==> src/rtl/lsu_byte_seq.sv <==
// Load/store byte sequencer: splits one CPU request into 1/2/4 byte-wide memory
// accesses (lowest address first), assembles loads little-endian with
// sign/zero extension, and returns one response pulse per request.
module lsu_byte_seq #(
  parameter int DATA_WIDTH = 32,
  parameter int ADDR_WIDTH = 32,
  parameter int MEM_WIDTH  = 8
) (
  input  logic                  clk,
  input  logic                  rst,
  input  logic                  req_valid,
  output logic                  req_ready,
  input  logic [2:0]            AddrMode,
  input  logic [ADDR_WIDTH-1:0] addr,
  input  logic [DATA_WIDTH-1:0] wdata,
  output logic                  rsp_valid,
  output logic [DATA_WIDTH-1:0] rdata,
  output logic                  busy,
  output logic [ADDR_WIDTH-1:0] mem_addr,
  output logic                  mem_we,
  output logic [MEM_WIDTH-1:0]  mem_wd,
  input  logic [MEM_WIDTH-1:0]  mem_rd
);

  typedef enum logic [1:0] {IDLE, ACCESS, DONE} state_t;

  localparam logic [2:0] M_LB  = 3'b000;
  localparam logic [2:0] M_LH  = 3'b001;
  localparam logic [2:0] M_LW  = 3'b010;
  localparam logic [2:0] M_LBU = 3'b011;
  localparam logic [2:0] M_LHU = 3'b100;

  state_t                state_q;
  logic [2:0]            mode_q;
  logic [DATA_WIDTH-1:0] wdata_q;
  logic [1:0]            idx_q, last_q;
  logic [DATA_WIDTH-1:0] asm_q;
  logic [DATA_WIDTH-1:0] rdata_q;
  logic                  req_ready_q, rsp_valid_q, busy_q, mem_we_q;
  logic [ADDR_WIDTH-1:0] mem_addr_q;
  logic [MEM_WIDTH-1:0]  mem_wd_q;

  logic [DATA_WIDTH-1:0] asm_d, rdata_d;
  logic [1:0]            nidx;
  logic                  store_q, store_in;

  // Index of the last byte for a mode: byte ops 0, halfword ops 1, word ops 3.
  function automatic logic [1:0] last_idx(input logic [2:0] m);
    case (m)
      3'b000, 3'b011, 3'b101: last_idx = 2'd0;
      3'b001, 3'b100, 3'b110: last_idx = 2'd1;
      default:                last_idx = 2'd3;
    endcase
  endfunction

  assign store_q  = (mode_q >= 3'b101);
  assign store_in = (AddrMode >= 3'b101);
  assign nidx     = idx_q + 2'd1;

  // Merge the byte arriving this cycle and form the extended load result.
  always_comb begin
    asm_d = asm_q;
    asm_d[MEM_WIDTH*idx_q +: MEM_WIDTH] = mem_rd;
    rdata_d = '0;
    case (mode_q)
      M_LB:    rdata_d = {{(DATA_WIDTH-8){asm_d[7]}}, asm_d[7:0]};
      M_LH:    rdata_d = {{(DATA_WIDTH-16){asm_d[15]}}, asm_d[15:0]};
      M_LW:    rdata_d = asm_d;
      M_LBU:   rdata_d = {{(DATA_WIDTH-8){1'b0}}, asm_d[7:0]};
      M_LHU:   rdata_d = {{(DATA_WIDTH-16){1'b0}}, asm_d[15:0]};
      default: rdata_d = '0;
    endcase
  end

  // Control FSM; memory-port outputs are registered one edge ahead of their cycle.
  always_ff @(posedge clk or posedge rst) begin
    if (rst) begin
      state_q     <= IDLE;
      mode_q      <= '0;
      wdata_q     <= '0;
      idx_q       <= '0;
      last_q      <= '0;
      asm_q       <= '0;
      rdata_q     <= '0;
      req_ready_q <= 1'b1;
      rsp_valid_q <= 1'b0;
      busy_q      <= 1'b0;
      mem_we_q    <= 1'b0;
      mem_addr_q  <= '0;
      mem_wd_q    <= '0;
    end else begin
      case (state_q)
        IDLE: begin
          rsp_valid_q <= 1'b0;
          if (req_valid) begin
            state_q     <= ACCESS;
            req_ready_q <= 1'b0;
            busy_q      <= 1'b1;
            mode_q      <= AddrMode;
            wdata_q     <= wdata;
            idx_q       <= '0;
            last_q      <= last_idx(AddrMode);
            asm_q       <= '0;
            mem_addr_q  <= addr;
            mem_we_q    <= store_in;
            mem_wd_q    <= store_in ? wdata[MEM_WIDTH-1:0] : '0;
          end
        end
        ACCESS: begin
          asm_q <= asm_d;
          if (idx_q == last_q) begin
            state_q     <= DONE;
            rsp_valid_q <= 1'b1;
            rdata_q     <= rdata_d;
            mem_we_q    <= 1'b0;
            mem_addr_q  <= '0;
            mem_wd_q    <= '0;
          end else begin
            idx_q      <= nidx;
            mem_addr_q <= mem_addr_q + ADDR_WIDTH'(1);
            mem_wd_q   <= store_q ? wdata_q[MEM_WIDTH*nidx +: MEM_WIDTH] : '0;
          end
        end
        DONE: begin
          state_q     <= IDLE;
          rsp_valid_q <= 1'b0;
          req_ready_q <= 1'b1;
          busy_q      <= 1'b0;
        end
        default: begin
          state_q     <= IDLE;
          req_ready_q <= 1'b1;
          busy_q      <= 1'b0;
          rsp_valid_q <= 1'b0;
          mem_we_q    <= 1'b0;
          mem_addr_q  <= '0;
          mem_wd_q    <= '0;
        end
      endcase
    end
  end

  assign req_ready = req_ready_q;
  assign rsp_valid = rsp_valid_q;
  assign rdata     = rdata_q;
  assign busy      = busy_q;
  assign mem_addr  = mem_addr_q;
  assign mem_we    = mem_we_q;
  assign mem_wd    = mem_wd_q;

endmodule
==> config.mk <==
export PLATFORM = sky130hd
export DESIGN_NAME = lsu_byte_seq
export DESIGN_NICKNAME = d
export VERILOG_FILES = /design/src/rtl/lsu_byte_seq.sv
export SDC_FILE = /design/constraint.sdc
export NUM_CORES = 1
export LEC_CHECK = 0
export BUFFER_PORTS_ARGS = -buffer_cell sky130_fd_sc_hd__buf_4
export CORE_MARGIN = 5
export CORE_UTILIZATION = 41
export CTS_BUF_LIST = sky130_fd_sc_hd__clkbuf_4
export DETAILED_ROUTE_END_ITERATION = 6
export RECOVER_POWER = 25
export SETUP_SLACK_MARGIN = 0.2
export SLEW_MARGIN = 20
export SYNTH_ARGS = -nofsm -noshare
export SYNTH_HDL_FRONTEND = slang
export SYNTH_SLANG_ARGS = --single-unit
==> constraint.sdc <==
create_clock -name clk -period 5.2 [get_ports clk]
set_clock_uncertainty 0.15 [all_clocks]
set_input_delay 0.52 -clock clk [delete_from_list [all_inputs] [get_ports clk]]
set_output_delay 0.52 -clock clk [all_outputs]
set_load 0.01 [all_outputs]
==> qor.yml, run 1 <==
status: "complete, but fails checks"
violations: "capacitance limit, slew limit"
r2r_setup_slack_ns: 1.55
crit_type: "flip-flop to flip-flop"
finalCritPeriodShare_pct: 70.24
grt_first_pass_wirelength_microns: 33820
ant_nets: 0
num_rows: 48
detail_route.wl_per_cell_microns: 17.30
end_kind: "flip-flop"
synth_cell_types: 57
grt_overflow: 0
cts-root-buf: "clkbuf_4"
ys_seq_area_share_pct: 51.47
final_util_pct: 53.80
ys_ff_latch: 149
coreArea_sq_mm: 0.01730
power_mw: 5.314
syn-num-nets: 865
fin_nets: 1037
report.final.slew_viol_count: 110
crit_arrival_ns: 3.99
grt_use_total_pct: 20.66
syn_avg_cell_area_sq_um: 9.279
die_width_microns: 143.0
start_util_pct: 41.90
power.leakage_nw: 4.340
drive_gt1_share_pct: 24.38
io_buffers: 153
crit_chain: "inv_1 -> ha_1 -> and3b_1 -> a31oi_1 -> mux2_2 -> o31ai_4 -> o221a_2"
layout_min_cycle_time_ns: 3.652
clockBufferDepth: 2
clock_sinks: 149
drt_iter0_drc: 461
dominantRegCellSynth: "dfrtp_1"
p_per_area_mw_per_mm2: 571.1
cp_slowest_stage_delay_ns: 0.79
drv_cap: 1
final-seq-area_sq_mm: 0.003730
finalHoldViolCount: 0
synth_cells: 781
crit_required_ns: 5.54
cts_htree_levels: 4
clk_pin_slew_worst_paths_ns: 0.12
multiInputGateArea_sq_mm: 0.003291
drt_wl_total_microns: 20570
critPathBufInv: 1
die_area_sq_mm: 0.02043
antenna_found_initial: 0
vdd_drop_max_v: 0.0002678
syn_to_final_growth_pct: 28.40
tns_ns: 0
firstDrtPassIters: 5
cts_resized: 0
nFillCells: 1639
cts_buffers: 17
drc: 0
syn_area_sq_mm: 0.007247
ios: 154
gp_congestion: 0.8044
dp_cells: 1118
clock_latency_ns: 0.54
post-place-ws_ns: 1.524
final_cells: 1189
holdWs_ns: 0.05135
grt_pass1_vias: 6465
rsz0062_at_grt: "false"
cp-start-kind: "flip-flop"
worstMarginPinSlew_ns: 2.358
cp_max_fo: 17
vias: 6410
fmax_mhz: 273.8
slowest_stage: "ha_1"
cts_tree: "built"
yosysWarnings: 0
dp_hpwl_microns: 13680
hp-class: "input port to flip-flop"
grt_max_degree: 110
die_h_microns: 143.0
fin_ws_ns: 1.548
post_dp_cell_area_sq_mm: 0.008549
async_flop_share_pct: 100.0
slew_headroom_pct: -57.20
setup_violations: 0
finish.instance_area_sq_mm: 0.009305
synth_edf_count: 0
viasPerCell: 5.391
antenna_cells: 0
cp_top_family: "compound AO/OA/AOI/OAI gates"
## worst register-to-register path: cells and delay by family (launching register included)
family / cells / cell delay (ns)
compound gates: 3 / 1.06
fa+ha+maj: 1 / 0.79
buf+inv: 1 / 0.22
flops: 1 / 0.78
mux: 1 / 0.32
simple gates: 1 / 0.29
## repair_timing
action,CTS,global route
setup buffers,0,0
hold buffers,39,2
endpoints found under the hold margin,39,24
## flip-flops by register name, summed over array words and instances, names as in the netlist, 2 cells and up
name      count
asm_q        32
last_q        2
state_q       2
wdata_q      32
mem_wd        8
mode_q        3
idx_q         2
rdata        32
mem_addr     32
## report_power, final
group | internal (mW) | switching, mW | total (mW)
sequential | 1.62 | 0.442 | 2.06
combinational | 1.08 | 1.28 | 2.36
clock | 0.481 | 0.410 | 0.891
total | 3.18 | 2.13 | 5.31
## path summary, 6_finish.rpt
path | start | to | cells past startpoint
min in group asynchronous | rst | rdata[4] | 3
setup / recovery | idx_q[0] | rdata[25] | 7
setup reg to reg | idx_q[0] | rdata[25] | 7
hold / removal | addr[25] | mem_addr[25] | 2
hold reg to reg | mem_wd[1] | mem_wd[1] | 2
max in group asynchronous | rst | req_ready | 4
## cell usage after synthesis, drive strengths merged (2+ instances only)
cell type    n  area share (%)
a41oi        4            0.48
a32oi        2            0.24
a31oi        7            0.60
xor2        10             1.2
o21a         2            0.21
nor3         6            0.41
buf         20             1.4
o221a       23             3.6
xnor2        4            0.48
a22oi       18             1.9
mux4         8             2.5
and2         7            0.60
inv         13            0.67
nand2b       3            0.26
a21oi       40             2.8
dfrtp      148              51
o21ai       84             5.8
nand3       18             1.2
nor4         6            0.60
nor4b        2            0.54
clkbuf      27             1.4
a221o        5            0.69
nor2b       33             2.8
nand4       11             1.0
ha           6             1.0
o311ai       5            0.60
nor2        45             2.3
and3         7            0.60
nand2      198              10
o211ai       3            0.31
## cells in the final DEF (no fill, tap or decap), types with 2 or more instances in the layout
| cell | netlist | final |
|---|---|---|
| o21ai_1 | 4 | 4 |
| a221o_1 | 5 | 5 |
| o311ai_0 | 3 | 3 |
| nand2b_1 | 3 | 2 |
| inv_1 | 12 | 11 |
| o211ai_1 | 3 | 3 |
| ha_1 | 6 | 6 |
| mux4_2 | 8 | 8 |
| o21ai_0 | 80 | 79 |
| nand3_1 | 18 | 18 |
| a22oi_1 | 18 | 18 |
| nor4_2 | 1 | 2 |
| a32oi_1 | 2 | 2 |
| clkbuf_4 | 0 | 19 |
| nor2_1 | 45 | 45 |
| and2_1 | 7 | 6 |
| nor4_1 | 5 | 4 |
| dfrtp_1 | 148 | 148 |
| nand2_1 | 197 | 197 |
| and3_1 | 7 | 7 |
| xnor2_1 | 4 | 4 |
| clkinv_2 | 0 | 3 |
| nor3_1 | 6 | 6 |
| nor2b_1 | 33 | 33 |
| a31oi_1 | 7 | 7 |
| bufinv_16 | 0 | 6 |
| buf_4 | 1 | 158 |
| a21oi_1 | 40 | 40 |
| nand4_1 | 10 | 10 |
| o221a_2 | 23 | 23 |
| xor2_1 | 10 | 10 |
| a41oi_1 | 4 | 4 |
| o311ai_1 | 2 | 2 |
| o21a_1 | 2 | 2 |
| dlygate4sd3_1 | 0 | 41 |
## kinds of logic after synthesis
| group | Yosys count | synth area share (%) |
|---|---|---|
| xor+xnor | 14 | 1.692 |
| compound gates | 199 | 17.99 |
| buf+inv | 60 | 3.470 |
| mux | 10 | 2.780 |
| flops | 149 | 51.47 |
| fa+ha+maj | 6 | 1.036 |
| simple gates | 343 | 21.56 |
## final cells by class
cell class | count | area share [%]
flip-flops and latches | 149 | 40.08
clock buffers | 19 | 1.533
multi-input cells | 572 | 35.36
clock inverters | 11 | 2.232
well taps | 225 | 3.025
inverters | 13 | 0.5647
repair buffers | 200 | 17.20
## metal layers
layer  part of all wire (%)  global-route usage, %  vias up
met2                     48                  33.70      199
met3                    5.8                  4.454       25
met1                     45                  28.04     3118
li1                       -                      -     3068
met4                    1.5                  5.703        0
met5                      0                      0        -
No activity file was read; power rests on OpenSTA's default activity.
==> run 2, diff against run 1 <==
--- a/config.mk
+++ b/config.mk
@@ -5,6 +5,7 @@
 export SDC_FILE = /design/constraint.sdc
 export NUM_CORES = 1
 export LEC_CHECK = 0
+export ABC_AREA = 1
 export BUFFER_PORTS_ARGS = -buffer_cell sky130_fd_sc_hd__buf_4
 export CORE_MARGIN = 5
 export CORE_UTILIZATION = 41
==> constraint.sdc (replaced) <==
create_clock -name clk -period 3.6 [get_ports clk]
set_clock_uncertainty 0.15 [all_clocks]
set_input_delay 0.36 -clock clk [delete_from_list [all_inputs] [get_ports clk]]
set_output_delay 0.36 -clock clk [all_outputs]
set_load 0.01 [all_outputs]
==> run 2 against run 1 <==
Effect of this change: the run still ends with capacitance limit, slew limit left; cell count increased by 32%; combinational power increased by 45%; clock power increased by 6.1%; die area increased by 8.9%; register-to-register slack got worse by 0.43 ns; setup slack got worse by 0.50 ns; global-route usage decreased by 0.25 points; non-clock buffer count increased by 26; critical path type is now input port to asynchronous set/reset pin; largest cell class unchanged.
==> qor.yml, run 2 <==
status: "complete, but fails checks"
violations: "capacitance limit, slew limit"
finalHoldViolCount: 0  # unchanged
final_util_pct: 52.61  # -1.2 points
cp_max_fo: 149  # +132
drv_cap: 1  # unchanged
fin_ws_ns: 1.052  # -0.4957 ns
cts_resized: 0  # unchanged
syn_to_final_growth_pct: 27.69
syn-num-nets: 1179  # +36%
detail_route.wl_per_cell_microns: 14.23  # -18%
final_cells: 1575  # +32%
crit_arrival_ns: 2.66  # -1.33 ns
cp_top_family: "buffers and inverters"
setup_violations: 0  # unchanged
slowest_stage: "clkbuf_4"
grt_max_degree: 150  # +36%
synth_edf_count: 0  # unchanged
power_mw: 7.206  # +36%
dp_hpwl_microns: 15460  # +13%
synth_area_leaders: "dfrtp_1 47%, nand2_1 20%, o21ai_0 6.9%, inv_1 4.9%, nor2_1 4.8%"
mostFrequentLayoutCells: "418 x nand2_1, 157 x buf_4, 148 x dfrtp_1"
firstDrtPassIters: 5  # unchanged
coreArea_sq_mm: 0.01927  # +11%
grt-busiest-layer: "met2"
clock_sinks: 149  # unchanged
clockBufferDepth: 2  # unchanged
gp_congestion: 0.8615  # +7.1%
async_flop_share_pct: 100.0  # unchanged
clk_pin_slew_worst_paths_ns: 0.13  # about the same
dominantRegCellSynth: "dfrtp_1"
cp_slowest_stage_delay_ns: 1.44  # +0.65 ns
fmax_mhz: 392.5
clock_latency_ns: 0.56  # +0.02 ns
synth.most_common_cell: "nand2_1"
die_width_microns: 149.2  # +4.3%
synth_cells: 1095  # +40%
ys_seq_area_share_pct: 46.97  # -4.5 points
rsz0062_at_grt: "false"
power.leakage_nw: 5.119  # +18%
use_met3_pct: 4.193  # -0.26 points
end_kind: "asynchronous set/reset pin"
cts_htree_levels: 4  # unchanged
viasPerCell: 4.829  # -10%
crit_required_ns: 3.71  # -1.83 ns
yosysWarnings: 0  # unchanged
crit_chain: "dlygate4sd3_1 -> clkbuf_1 -> clkinvlp_4 -> clkbuf_4"
cp-start-kind: "input port"
antenna_found_initial: 1  # +1
grt_pass1_vias: 7214  # +12%
synth_commonest_cells: "418 x nand2_1, 148 x dfrtp_1, 109 x o21ai_0, 103 x inv_1, 101 x nor2_1"
grt_first_pass_wirelength_microns: 36650  # +8.4%
vias: 7605  # +19%
fin_nets: 1379  # +33%
slew_headroom_pct: -37.75  # +19 points
cts_buffers: 17  # unchanged
grt_overflow: 0  # unchanged
finish.instance_area_sq_mm: 0.01014  # +9.0%
gr-usage-met1_pct: 28.65  # +0.61 points
drive_gt1_share_pct: 17.37  # -7.0 points
critPathBufInv: 4  # +3
start_util_pct: 41.20  # -0.70 points
ys_ff_latch: 149  # unchanged
synth_cell_types: 34  # -40%
p_per_area_mw_per_mm2: 710.7  # +24%
globalRouteMet2Util_pct: 31.75  # -2.0 points
final_common_cell: "nand2_1"
hp-class: "input port to flip-flop"
drt_wl_total_microns: 22410  # +8.9%
tns_ns: 0  # unchanged
cts_hold_buf: 67  # +72%
cts_setup_buffers: 0  # unchanged
ant_nets: 0  # unchanged
cts-root-buf: "clkbuf_4"
ios: 154  # unchanged
holdWs_ns: 0.06812  # +0.01677 ns
num_rows: 51  # +6.3%
drc: 0  # unchanged
synth_top_area_cell: "dfrtp_1"
vdd_drop_max_v: 0.0003218  # +20%
die_h_microns: 149.2  # +4.3%
dp_cells: 1474  # +32%
grt_use_total_pct: 20.41  # -0.25 points
report.final.slew_viol_count: 150  # +36%
post-place-ws_ns: 1.145  # -0.3793 ns
crit_type: "input port to asynchronous set/reset pin"
post_dp_cell_area_sq_mm: 0.009244  # +8.1%
syn_area_sq_mm: 0.007940  # +9.6%
worstMarginPinSlew_ns: 2.066  # -0.2918 ns
io_buffers: 153  # unchanged
layout_min_cycle_time_ns: 2.548
die_area_sq_mm: 0.02225  # +8.9%
syn_avg_cell_area_sq_um: 7.251  # -22%
drt_iter0_drc: 457  # -0.87%
finalCritPeriodShare_pct: 70.78
cts_tree: "built"
synth_top_area_share_pct: 46.64  # -4.5 points
[run 2: logic make-up after synthesis]
group / after synthesis / share of synthesized area [%]
simple gates: 601 / 30.89
compound gates: 176 / 11.96
buf+inv: 154 / 8.147
flops: 149 / 46.97
xor+xnor: 9 / 1.087
fa+ha+maj: 6 / 0.9455
[run 2: final cells by class]
type / instances / area (sq um)
Timing Repair Buffer: 226 / 1861
Fill cell: 1924 / 9133
Sequential cell: 149 / 3730
Multi-Input combinational cell: 792 / 3563
Clock buffer: 19 / 142.6
Antenna cell: 3 / 7.507
Inverter: 109 / 412.9
Tap cell: 265 / 331.6
Clock inverter: 12 / 90.09
[run 2: power breakdown]
group | total, mW | internal, mW | switching (mW)
Clock | 0.945 | 0.341 | 0.604
Combinational | 3.42 | 1.27 | 2.15
Sequential | 2.84 | 2.30 | 0.536
Total | 7.21 | 3.92 | 3.29
[run 2: worst paths after layout]
path / from / endpoint / slack [ns] / cells after the start
worst max register to register: state_q[1] / rdata[1] / 1.12 / 6
max in group clk: state_q[1] / rdata[1] / 1.12 / 6
worst min register to register: rdata[22] / rdata[22] / 0.34 / 2
min in group asynchronous: rst / rdata[23] / 0.96 / 4
worst max-delay path: rst / wdata_q[7] / 1.05 / 4
worst min-delay path: addr[7] / mem_addr[7] / 0.07 / 4
[run 2: layer usage]
| metal | part of all wire, % | up-vias |
|---|---|---|
| li1 | - | 3853 |
| met1 | 47 | 3523 |
| met2 | 46 | 201 |
| met3 | 4.5 | 28 |
| met4 | 1.8 | 0 |
| met5 | 0 | - |
[run 2: worst min-delay path: stages]
cell	delay [ns]
buf_4	0.08
nand2_1	0.05
a21boi_0	0.12
o21ai_0	0.13
